### config.mk
export PLATFORM = sky130hd
export DESIGN_NAME = bias_accum_array
export DESIGN_NICKNAME = d
export VERILOG_FILES = /design/src/rtl/nn_pkg.sv /design/src/rtl/sat_add.sv /design/src/rtl/bias_accum_array.sv
export SDC_FILE = /design/constraint.sdc
export NUM_CORES = 1
export LEC_CHECK = 0
export CAP_MARGIN = 20
export CORE_MARGIN = 3
export CORE_UTILIZATION = 53
export DETAILED_ROUTE_END_ITERATION = 6
export PLACE_DENSITY = 0.82
export SLEW_MARGIN = 20
export SYNTH_ARGS = -nofsm -noshare
export SYNTH_HDL_FRONTEND = slang
export SYNTH_HIERARCHICAL = 1
export SYNTH_SLANG_ARGS = --single-unit
### constraint.sdc
create_clock -name clk -period 6.8 [get_ports clk]
set_input_delay 1.7 -clock clk [delete_from_list [all_inputs] [get_ports clk]]
set_output_delay 1.7 -clock clk [all_outputs]
set_load 0.005 [all_outputs]
### src/rtl/nn_pkg.sv
// Shared constants and FSM encoding for the neural-network datapath blocks.
package nn_pkg;

  localparam int unsigned DEF_DATA_W = 16;
  localparam int unsigned DEF_BIAS_W = 8;

  typedef enum logic {
    StAcc  = 1'b0,
    StHold = 1'b1
  } acc_state_e;

endpackage

### src/rtl/sat_add.sv
// One-channel signed adder with overflow detect and optional clamp to the signed range.
module sat_add #(
  parameter int unsigned DATA_W   = 16,
  parameter bit          SATURATE = 1'b1
) (
  input  logic [DATA_W-1:0] a,
  input  logic [DATA_W-1:0] b,
  output logic [DATA_W-1:0] sum,
  output logic              ovf
);

  localparam logic [DATA_W-1:0] MaxPos = {1'b0, {(DATA_W-1){1'b1}}};
  localparam logic [DATA_W-1:0] MaxNeg = {1'b1, {(DATA_W-1){1'b0}}};

  logic [DATA_W-1:0] raw;

  always_comb begin
    raw = a + b;
    // Overflow only when operands agree in sign and the result does not.
    ovf = (a[DATA_W-1] == b[DATA_W-1]) && (raw[DATA_W-1] != a[DATA_W-1]);
    sum = raw;
    if (SATURATE && ovf) begin
      sum = a[DATA_W-1] ? MaxNeg : MaxPos;
    end
  end

endmodule

### src/rtl/bias_accum_array.sv
// Bias-preloaded multi-beat partial-sum accumulator with valid/ready on both sides.
module bias_accum_array
  import nn_pkg::*;
#(
  parameter int unsigned NUM_CH     = 10,
  parameter int unsigned DATA_W     = DEF_DATA_W,
  parameter int unsigned BIAS_W     = DEF_BIAS_W,
  parameter int unsigned BIAS_SHIFT = 4,
  parameter int unsigned NUM_BEATS  = 4,
  parameter bit          SATURATE   = 1'b1,
  parameter string       BIAS_FILE  = "bias.mem",
  // Bias ROM contents; entry 0 in the low bits.
  parameter logic [NUM_CH*BIAS_W-1:0] BIAS_INIT = '0
) (
  input  logic                     clk,
  input  logic                     reset,
  input  logic                     in_valid,
  output logic                     in_ready,
  input  logic [NUM_CH*DATA_W-1:0] in_data,
  output logic                     out_valid,
  input  logic                     out_ready,
  output logic [NUM_CH*DATA_W-1:0] out_data,
  output logic [NUM_CH-1:0]        out_ovf
);

  localparam int unsigned CNT_W = $clog2(NUM_BEATS + 1);
  localparam logic [CNT_W-1:0] LastBeat = CNT_W'(NUM_BEATS - 1);

  logic [BIAS_W-1:0] rom [NUM_CH];
  logic [DATA_W-1:0] biasx [NUM_CH];
  logic [DATA_W-1:0] add_sum [NUM_CH];
  logic [NUM_CH-1:0] add_ovf;

  acc_state_e        state_q;
  logic [CNT_W-1:0]  beat_cnt_q;
  logic [DATA_W-1:0] acc_q [NUM_CH];
  logic [NUM_CH-1:0] ovf_q;

  for (genvar k = 0; k < NUM_CH; k++) begin : g_ent
    assign rom[k] = BIAS_INIT[k*BIAS_W +: BIAS_W];
  end

  for (genvar k = 0; k < NUM_CH; k++) begin : g_ch
    // Sign-extend first, then shift, so the binary point lines up with the data.
    assign biasx[k] = DATA_W'($signed(rom[k])) << BIAS_SHIFT;

    sat_add #(
      .DATA_W   (DATA_W),
      .SATURATE (SATURATE)
    ) u_add (
      .a   (acc_q[k]),
      .b   (in_data[k*DATA_W +: DATA_W]),
      .sum (add_sum[k]),
      .ovf (add_ovf[k])
    );

    assign out_data[k*DATA_W +: DATA_W] = acc_q[k];
  end

  assign in_ready  = (state_q == StAcc);
  assign out_valid = (state_q == StHold);
  assign out_ovf   = ovf_q;

  always_ff @(posedge clk) begin
    if (reset) begin
      state_q    <= StAcc;
      beat_cnt_q <= '0;
      ovf_q      <= '0;
      for (int k = 0; k < NUM_CH; k++) acc_q[k] <= biasx[k];
    end else begin
      case (state_q)
        StAcc: begin
          if (in_valid) begin
            for (int k = 0; k < NUM_CH; k++) acc_q[k] <= add_sum[k];
            ovf_q <= ovf_q | add_ovf;
            if (beat_cnt_q == LastBeat) begin
              beat_cnt_q <= '0;
              state_q    <= StHold;
            end else begin
              beat_cnt_q <= beat_cnt_q + 1'b1;
            end
          end
        end
        StHold: begin
          if (out_ready) begin
            for (int k = 0; k < NUM_CH; k++) acc_q[k] <= biasx[k];
            ovf_q   <= '0;
            state_q <= StAcc;
          end
        end
      endcase
    end
  end

endmodule

# [Word-level counts from Yosys, hierarchy flattened]
# Memory sizes are Yosys's and may differ from the RTL's.
# Index checks and enable logic that the tools add are counted.
[word_totals] reg_bits=14 latch_bits=0 ram_bits=160 mem_bits_ro=0 out_inout_bits=172 word_cells=130 n_memories=1
[op_classes] add_sub_neg=11 mul=0 div=0 n_lt_le_gt_ge=0 n_eq_ne=23 n_shift=0 mux=58 bitwise=22 n_reduce_logical=12
[mem_list] memory="acc_q" depth=10 word_bits=16 read_ports=10 rd_ports_with_merged_regs=0 wr=10 line_no="bias_accum_array.sv:36" text="logic [DATA_W-1:0] acc_q [NUM_CH];"
[op_table] operator="$mux 16" n=40
[op_table] operator="$add 16x16->16" n=10
[op_table] operator="$mux 10" n=2
[op_table] operator="$or 1x1->1" n=20
[op_table] operator="$pmux 10 s2" n=1
[op_table] operator="$mux 1" n=13
[op_table] operator="$eq 1x1->1" n=10
[op_table] operator="$logic_and 1x1->1" n=10
[op_table] operator="$ne 1x1->1" n=10
[op_table] operator="$or 10x10->10" n=1
[op_table] operator="$ne 2x2->1 const B" n=2
[op_table] operator="$reduce_and 2->1" n=2
[op_table] operator="$add 3x1->3 const B" n=1
[op_table] operator="$eq 3x2->1 const B" n=1
[op_table] operator="$mux 3" n=1
[op_table] operator="$pmux 1 s2" n=1
[op_table] operator="$not 1->1" n=1

# [Logic depth before layout (Yosys ltp)]
# An unclocked memory read counts as a cell.
[logic_depth] word_depth=7 mapped_depth=10 mapped_depth_nobuf=9

# [Modules after synthesis]
# The synthesis kept the hierarchy.
[modules_own_cells] module="bias_accum_array" instances=1 cells_each=393 area_each_um2=6490.0 seq_area_each_um2=5084.9
[modules_own_cells] module="sat_add at g_ch[5].u_add ..." instances=5 cells_each=162 area_each_um2=1123.6 seq_area_each_um2=0.0
[modules_own_cells] module="sat_add at g_ch[2].u_add ..." instances=3 cells_each=112 area_each_um2=879.6 seq_area_each_um2=0.0
[modules_own_cells] module="sat_add at g_ch[0].u_add" instances=1 cells_each=121 area_each_um2=919.6 seq_area_each_um2=0.0
[modules_own_cells] module="sat_add at g_ch[1].u_add" instances=1 cells_each=121 area_each_um2=910.9 seq_area_each_um2=0.0

# [Worst setup path before layout]
# No wires, ideal clock.
[synth_timing] path_type="input-to-reg" start="input port in_valid" end="memory acc_q[0][0], enable pin" setup_time_ns=0.529 arrival_time_ns=5.445 t_required_ns=6.271 slack_ns=0.826 stages=2 cell_sequence="nor2b_1 -> nand2b_1"
[synth_lines] item="start: declaration" line_no="bias_accum_array.sv:17" text="input logic in_valid,"
[synth_lines] item="end: declaration" line_no="bias_accum_array.sv:36"

==> results.toml <==
[clock_tree]
ctsHoldBuffers = 0
cts_buffer_depth = 2
cts_buffers = 17
clkLatencyLatePin_ns = 0.43
clock-sinks = 174
cts_resized = 0
postCtsSetupBuffers = 0
cts_root_buf = "clkbuf_16"
htree_levels = 4
clkTransAtPathRegs_ns = 0.07
cts_tree = "done"

[sta]
hold_viol = 0
worstMarginPinSlew_ns = 1.01
setup_tns_ns = 0
setup_viol = 0
fin_skew_ns = 0.0150
period_needed_ns = 4.44
max_freq_mhz = 225
grt_setup_unrepaired = "no"
slew_headroom = 0.324
slew_violations = 0
timing.final.crit_share = 0.652

[synthesis]
yosys-top-cells-area = "edfxtp_1 (29%), ha_1 (11%), and2_1 (6.2%)"
synth_edf_count = 160
post-synth-top-count-cell = "a21oi_1"
syn_area_per_cell_um2 = 9.31
synth_top_area_share = 0.290
syn_inst = 1781
yosys-top-cells-count = "a21oi_1 (169), and2_1 (163), edfxtp_1 (160)"
ys_seq_area_frac = 0.307
synth_largest_area_cell = "edfxtp_1"
syn_area_mm2 = 0.0166
synth.distinct_cells = 82
synth_nets = 2106
synthArstFlopShare = 0
ys.flop_type = "edfxtp_1"
synth-seq-cells = 174
ys_warn_count = 6

[global_routing]
grt_pass1_wl_um = 75600
antenna_found_initial = 1
grt-ovfl-total = 0
grt_pass1_vias = 14400
grt_max_degree = 90
grt_util_all_layers = 0.273

[setup_path]
worstPathArrival_ns = 4.62
crit_type = "in2reg"
start_kind = "input pin"
path_max_fanout = 16
cp-startpoint = "in_data[70]"
r2r_start = "acc_q[2][9]"
crit_path_end_kind = "flop"
crit_required_ns = 6.99

[finish]
post-route-util = 0.669
areaGrowthSynthToFinish_pct = 23.8
drive_gt1_frac = 0.0722
nets = 2376

[floorplan]
dieHeight_um = 183
io_pins = 336
start_util = 0.541
dieWidth_um = 183
core_mm2 = 0.0307
core.rowCount = 64
dieArea_mm2 = 0.0334

[drt]
antenna_left = 0
drcViolationCount = 2
first_pass_iters = 7
wirelength_um = 47500
dr.first_iter.drc_count = 1454
vias = 15200
vias_per_cell = 6.17
wire_per_inst_um = 19.3

[placed_design]
io_buffers = 335
gp_congestion = 0.966
dp_hpwl_um = 35400

[outcome]
violations = "design-rule violations"
status = "finished with violations"

[hold_path]
holdCritStartpoint = "out_ovf[2]"
hold_class = "reg2reg"

[power]
power.density_mw_per_mm2 = 227
ir_drop_v = 0.000137
leakage_nw = 8.14

[job]
maxCapViolCount = 0
worst max-delay path, cell delays in order:
cell and delay [ns]:
clkdlybuf4s50_1 0.44, ha_1 0.34, a21o_1 0.25, a221oi_2 0.24
o21ai_1 0.14, a21o_4 0.24, a2111oi_4 0.88, o32ai_1 0.20
and2_1 0.17
power breakdown:
part / leakage [nW] / switching (mW) / internal (mW)
logic: 5.97 / 1.12 / 1.05
clock network: 0.296 / 0.462 / 0.585
registers: 1.88 / 0.104 / 1.33
total: 8.14 / 1.69 / 2.97
state kept, by name (all words and copies together), names as in the netlist:
signal,flops
out_ovf,10
beat_cnt_q,3
acc_q,160
out_valid,1
cell type report:
class	count	area, um2
Timing Repair Buffer	339	3400
Clock buffer	17	425
Sequential cell	174	5080
Fill cell	2467	10100
Clock inverter	15	181
Antenna cell	1	2.50
Tap cell	396	495
Inverter	37	139
Multi-Input combinational cell	1482	10800
metrics by stage:
step | cells | hold slack (ns) | setup WS (ns) | cell area [um2] | power [mW]
floorplan | 1781 | 0.435 | 0.826 | 16600 | 2.94
global placement | 2428 | 0.448 | 1.99 | 19900 | 3.53
detailed placement | 2428 | 0.456 | 1.96 | 19900 | 3.59
CTS | 2460 | 0.467 | 2.43 | 20500 | 4.65
global route | 2461 | 0.490 | 2.25 | 20500 | 4.95
finish | 2461 | 0.464 | 2.36 | 20500 | 4.65
path summary, 6_finish.rpt:
kind                                     to  slack [ns]  depth (start not counted)
worst min register to register   out_ovf[2]        0.46                          1
worst max register to register  acc_q[2][7]        3.61                          8
worst max-delay path            acc_q[4][6]        2.36                          9
worst min-delay path             out_ovf[2]        0.46                          1
cell usage in the layout, fill, tap and decap left out, drive strengths merged, types with 29 or more instances in the layout:
cell,n
nand2,87
ha,151
a211oi,39
clkdlybuf4s50,335
nor2,61
a21o,44
xnor2,54
nand3,37
nor3,77
o21ai,146
xor2,43
edfxtp,160
and2,166
a21oi,188
inv,42
o211ai,31
o21a,29
o22ai,45
layer usage:
metal	vias to the layer above	track usage	wire length, um
met5	-	0	0
met4	0	0.0632	818
met3	65	0.0563	4200
met2	641	0.447	22000
met1	7209	0.376	20500
li1	7279	-	-
logic make-up (layout without fill, tap and decap cells):
family	count (synthesis)	after routing	synth area share
fa+ha+maj	166	166	0.129
buf+inv	125	408	0.0426
flops	174	174	0.307
simple gates	578	578	0.198
compound gates	626	626	0.263
other cells	0	1	0
mux	15	15	0.00906
xor+xnor	97	97	0.0512
Note: power is estimated with default switching activity, not from simulation.
==> patch 1: new RTL, config.mk and constraints unchanged <==
`SATURATE` is set to 1'b1 in 2 places; all go to 1'b0.
--- a/src/rtl/sat_add.sv
+++ b/src/rtl/sat_add.sv
@@ -1,7 +1,7 @@
 // One-channel signed adder with overflow detect and optional clamp to the signed range.
 module sat_add #(
   parameter int unsigned DATA_W   = 16,
-  parameter bit          SATURATE = 1'b1
+  parameter bit          SATURATE = 1'b0
 ) (
   input  logic [DATA_W-1:0] a,
   input  logic [DATA_W-1:0] b,
--- a/src/rtl/bias_accum_array.sv
+++ b/src/rtl/bias_accum_array.sv
@@ -7,7 +7,7 @@
   parameter int unsigned BIAS_W     = DEF_BIAS_W,
   parameter int unsigned BIAS_SHIFT = 4,
   parameter int unsigned NUM_BEATS  = 4,
-  parameter bit          SATURATE   = 1'b1,
+  parameter bit          SATURATE   = 1'b0,
   parameter string       BIAS_FILE  = "bias.mem",
   // Bias ROM contents; entry 0 in the low bits.
   parameter logic [NUM_CH*BIAS_W-1:0] BIAS_INIT = '0
Formal check against the unedited RTL: not equivalent (Yosys sat finds a counterexample within 4 cycles, from zero or initial values and one cycle with reset high).
==> patch 1 against the unedited design <==
The run still ends with DRC left. Synthesized area decreased by 16%. Via count down 22%. Final area fell by 11%. Sequential cell count unchanged. Power is 13% lower. Clock skew increased by 2.5 ps. Worst setup slack improved by 200 ps. Die area down 16%. Wire length is 22% lower. Critical path type unchanged. Highest routed layer is now met5.
==> patch 1: results (changes against the unedited design) <==
top cells by area in the synthesized netlist sky130_fd_sc_hd__edfxtp_1, sky130_fd_sc_hd__ha_1, sky130_fd_sc_hd__and2_1 (unchanged); GR Util met1 0.312 (was 0.376); pin count of the biggest net entering global routing 86 (was 90); post-route DRC violation count 1 (was 2); worst hold slack after final layout 469 ps (was 464 ps); number of clock buffers in the layout 19 (was 17); destination of the worst register-to-register timing path acc_q[5][12] (was acc_q[2][7]); Worst R2R Start out_valid (was acc_q[2][9]); total inserted antenna cells 3 (was 1); top cells by instance count after synthesis sky130_fd_sc_hd__and2_1, sky130_fd_sc_hd__edfxtp_1, sky130_fd_sc_hd__ha_1 (was sky130_fd_sc_hd__a21oi_1, sky130_fd_sc_hd__and2_1, sky130_fd_sc_hd__edfxtp_1); number of distinct library cell variants in the gate-level netlist after synthesis 64 (was 82); layout cells sized above 1 0.0518 (was 0.0722); Hold Path Origin out_ovf[0] (was out_ovf[2]); Signal buf overhead 0.187 (was 0.165); count of routing violations after the opening detailed-route iteration 730 (was 1454); Tap Cells 330 (was 396); WL met1 15100 um (was 20500 um); Post-Place Cell Area 0.0176 sq mm (was 0.0199 sq mm); maximum fanout along the worst path 85 (was 16); total met3 wirelength after detailed routing 2840 um (was 4200 um); worst slack at placement 2100 ps (was 1960 ps); dominant delay contributor by cell family on the critical path buffers and inverters (was compound AO/OA/AOI/OAI gates); launching instance or port of the critical path reset (was in_data[70]); metal2 WL 18000 um (was 22000 um); multi-input combinational gate total 1132 (was 1482); hold-critical path endpoint out_ovf[0] (was out_ovf[2]); Post-Layout Cell Count 2051 (was 2461); gp weighted congestion 0.935 (was 0.966); FF-to-FF setup slack 3830 ps (was 3610 ps); antenna violations before repair 5 (was 1); leak pwr 7.61 nW (was 8.14 nW); Non-clock inverters 42 (was 37); outcome finished, violations left (unchanged); failing checks DRC (unchanged); reported net switching power 1.33 mW (was 1.69 mW); M3 GR Usage 0.0632 (was 0.0563); Final clock-cell share 0.0324 (was 0.0296); actual slew at the worst max-slew pin 1030 ps (was 1010 ps); post-synthesis sequential area ratio 0.366 (was 0.307); maximum single-stage delay on the critical path 850 ps (was 880 ps)
## patch 1: changes by cell type in the layout (fill, tap and decap cells not counted), sizes merged, moves of 12 or more
cell,before,now
o211ai,31,15
nand3b,18,0
nand2b,27,12
a21oi,188,125
nor3,77,17
a211oi,39,9
o22ai,45,3
xnor2,54,85
o311ai,0,12
or3,13,0
o21ai,146,48
## patch 1: power by group through the flow
stage	logic, mW	registers (mW)	clock network (mW)
2_1_floorplan	1.03	1.44	0
3_3_place_gp	1.57	1.44	0
3_5_place_dp	1.61	1.44	0
4_1_cts	1.63	1.42	1.02
5_1_grt	1.81	1.44	1.06
6_report	1.63	1.42	1.00
## patch 1: logic make-up (layout without fill, tap and decap cells)
group                    Yosys count  in the layout  share of synthesized area
AND/OR/NAND/NOR                  446            446                      0.177
other                              0              3                          0
flip-flops                       174            174                      0.366
multiplexers                       9              9                    0.00658
AO/OA/AOI/OAI                    382            382                      0.194
buffers and inverters             72            412                     0.0213
XOR/XNOR                         134            134                     0.0845
adder cells (fa/ha/maj)          161            161                      0.150
==> patch 2: new RTL, same flow settings <==
Without the edit above. Put one more register stage on the output `out_ovf`. The value now appears one clock later. The other outputs are not delayed to match.
--- a/src/rtl/bias_accum_array.sv
+++ b/src/rtl/bias_accum_array.sv
@@ -59,7 +59,9 @@
 
   assign in_ready  = (state_q == StAcc);
   assign out_valid = (state_q == StHold);
-  assign out_ovf   = ovf_q;
+  always_ff @(posedge clk) begin
+    out_ovf <= ovf_q;
+  end
 
   always_ff @(posedge clk) begin
     if (reset) begin
Behaviour: not the same (a bounded check fails within 4 cycles, from zero or initial values and one cycle with reset high).
==> patch 2 against the unedited design <==
First-iteration DRC count fell by 9.5%. Synthesized area rose by 1.3%. Worst setup slack improved by 49 ps. Via count rose by 0.69%. Power rose by 2.1%. Final area rose by 1.2%. Wire length rose by 1.8%. Utilization rose by 0.26 points. Sequential cell count rose by 10. Non-clock buffer count rose by 1. Critical path type unchanged. Highest routed layer unchanged.
==> patch 2: results (changes against the unedited design) <==
outcome finished clean (was finished, violations left); leak pwr 8.25 nW (was 8.14 nW); global-route total usage across every layer 0.275 (was 0.273); final setup vio count 0 (unchanged); layout net count 2387 (was 2376); share of the synthesized netlist area taken by xor and xnor gates 0.0506 (was 0.0512); Final clock-cell share 0.0299 (was 0.0296); Pre-antenna DRT Iters 6 (was 7); Worst R2R Start acc_q[4][9] (was acc_q[2][9]); CTS sink cnt 184 (was 174); maximum single-stage delay on the critical path 830 ps (was 880 ps); GR Util met1 0.358 (was 0.376); top cells by instance count after synthesis sky130_fd_sc_hd__a21oi_1, sky130_fd_sc_hd__and2_1, sky130_fd_sc_hd__edfxtp_1 (unchanged); top cells by area in the synthesized netlist sky130_fd_sc_hd__edfxtp_1, sky130_fd_sc_hd__ha_1, sky130_fd_sc_hd__and2_1 (unchanged); launching instance or port of the critical path in_data[73] (was in_data[70]); non-clock buffer instance count of the final layout 340 (was 339); relative max-transition margin 0.340 (was 0.324); synthesized-area fraction occupied by ao, oa, aoi and oai cells 0.260 (was 0.263); total inserted antenna cells 2 (was 1); worst setup skew after layout 13.2 ps (was 15.0 ps); Detailed Route WL 48400 um (was 47500 um); number of distinct library cell variants in the gate-level netlist after synthesis 79 (was 82); destination of the worst register-to-register timing path acc_q[4][7] (was acc_q[2][7]); count of routing violations after the opening detailed-route iteration 1316 (was 1454); count of flip-flops with a built-in enable after synthesis 160 (unchanged); worst slack at placement 2040 ps (was 1960 ps); Synth Net Count 2116 (was 2106); global-route wire length before repair 76300 um (was 75600 um); met2 usage 0.456 (was 0.447); area of the multi-input gates 0.0108 sq mm (about the same); WL met1 20600 um (was 20500 um); number of vias per cell after detailed routing 6.19 (was 6.17); total met3 wirelength after detailed routing 3600 um (was 4200 um); number of clock buffers in the layout 25 (was 17); fraction of the mapped netlist area in adder cells 0.127 (was 0.129); maximum clock frequency 0.228 GHz (was 0.225 GHz); FF-to-FF setup slack 3650 ps (was 3610 ps); number of inserted filler cells in the final layout 2495 (was 2467); area taken by flip-flops and latches 0.00529 sq mm (was 0.00508 sq mm); clock insertion delay at the later pin of the skew report 450 ps (was 430 ps); reported net switching power 1.70 mW (was 1.69 mW); vias in the first global route 14870 (was 14429); gp weighted congestion 0.930 (was 0.966); endpoint arrival time on the critical path 4580 ps (was 4620 ps); metal2 WL 22800 um (was 22000 um); IR Drop Worst-Case VDD 0.000152 V (was 0.000137 V); multi-input combinational gate total 1482 (unchanged); pin count of the biggest net entering global routing 88 (was 90); M3 GR Usage 0.0609 (was 0.0563); post-synthesis sequential area ratio 0.315 (was 0.307); layout cells sized above 1 0.0733 (was 0.0722); placed wire-length estimate 35700 um (was 35400 um); Most used DFF post-synth sky130_fd_sc_hd__edfxtp_1 (unchanged); post-synthesis mux area share 0.00894 (was 0.00906); Signal buf overhead 0.165 (about the same); clock transition time at the flip-flop clock pins of the worst setup and hold paths 70 ps (about the same)
==> patch 2: power groups by stage <==
stage	clock (mW)	combinational (mW)	sequential, mW
2_1_floorplan	0	1.50	1.51
3_3_place_gp	0	2.08	1.52
3_5_place_dp	0	2.15	1.52
4_1_cts	1.08	2.17	1.49
5_1_grt	1.13	2.41	1.51
6_report	1.06	2.19	1.50
==> patch 2: how the worst min path moves through the flow <==
stage,start,end,slack (ps),depth (start not counted)
floorplan,ovf_q[0],out_ovf[0],330,0
global placement,ovf_q[6],out_ovf[6],340,0
detailed placement,ovf_q[6],out_ovf[6],340,0
CTS,ovf_q[6],out_ovf[6],350,0
global route,ovf_q[6],out_ovf[6],360,0
finish,ovf_q[2],out_ovf[2],350,0
==> patch 2: through the flow <==
step,instance area (sq um),cells
final,20800,2473
after global routing,20800,2472
after CTS,20800,2471
after detailed placement,20100,2439
after global placement,20100,2439
after floorplan,16800,1791
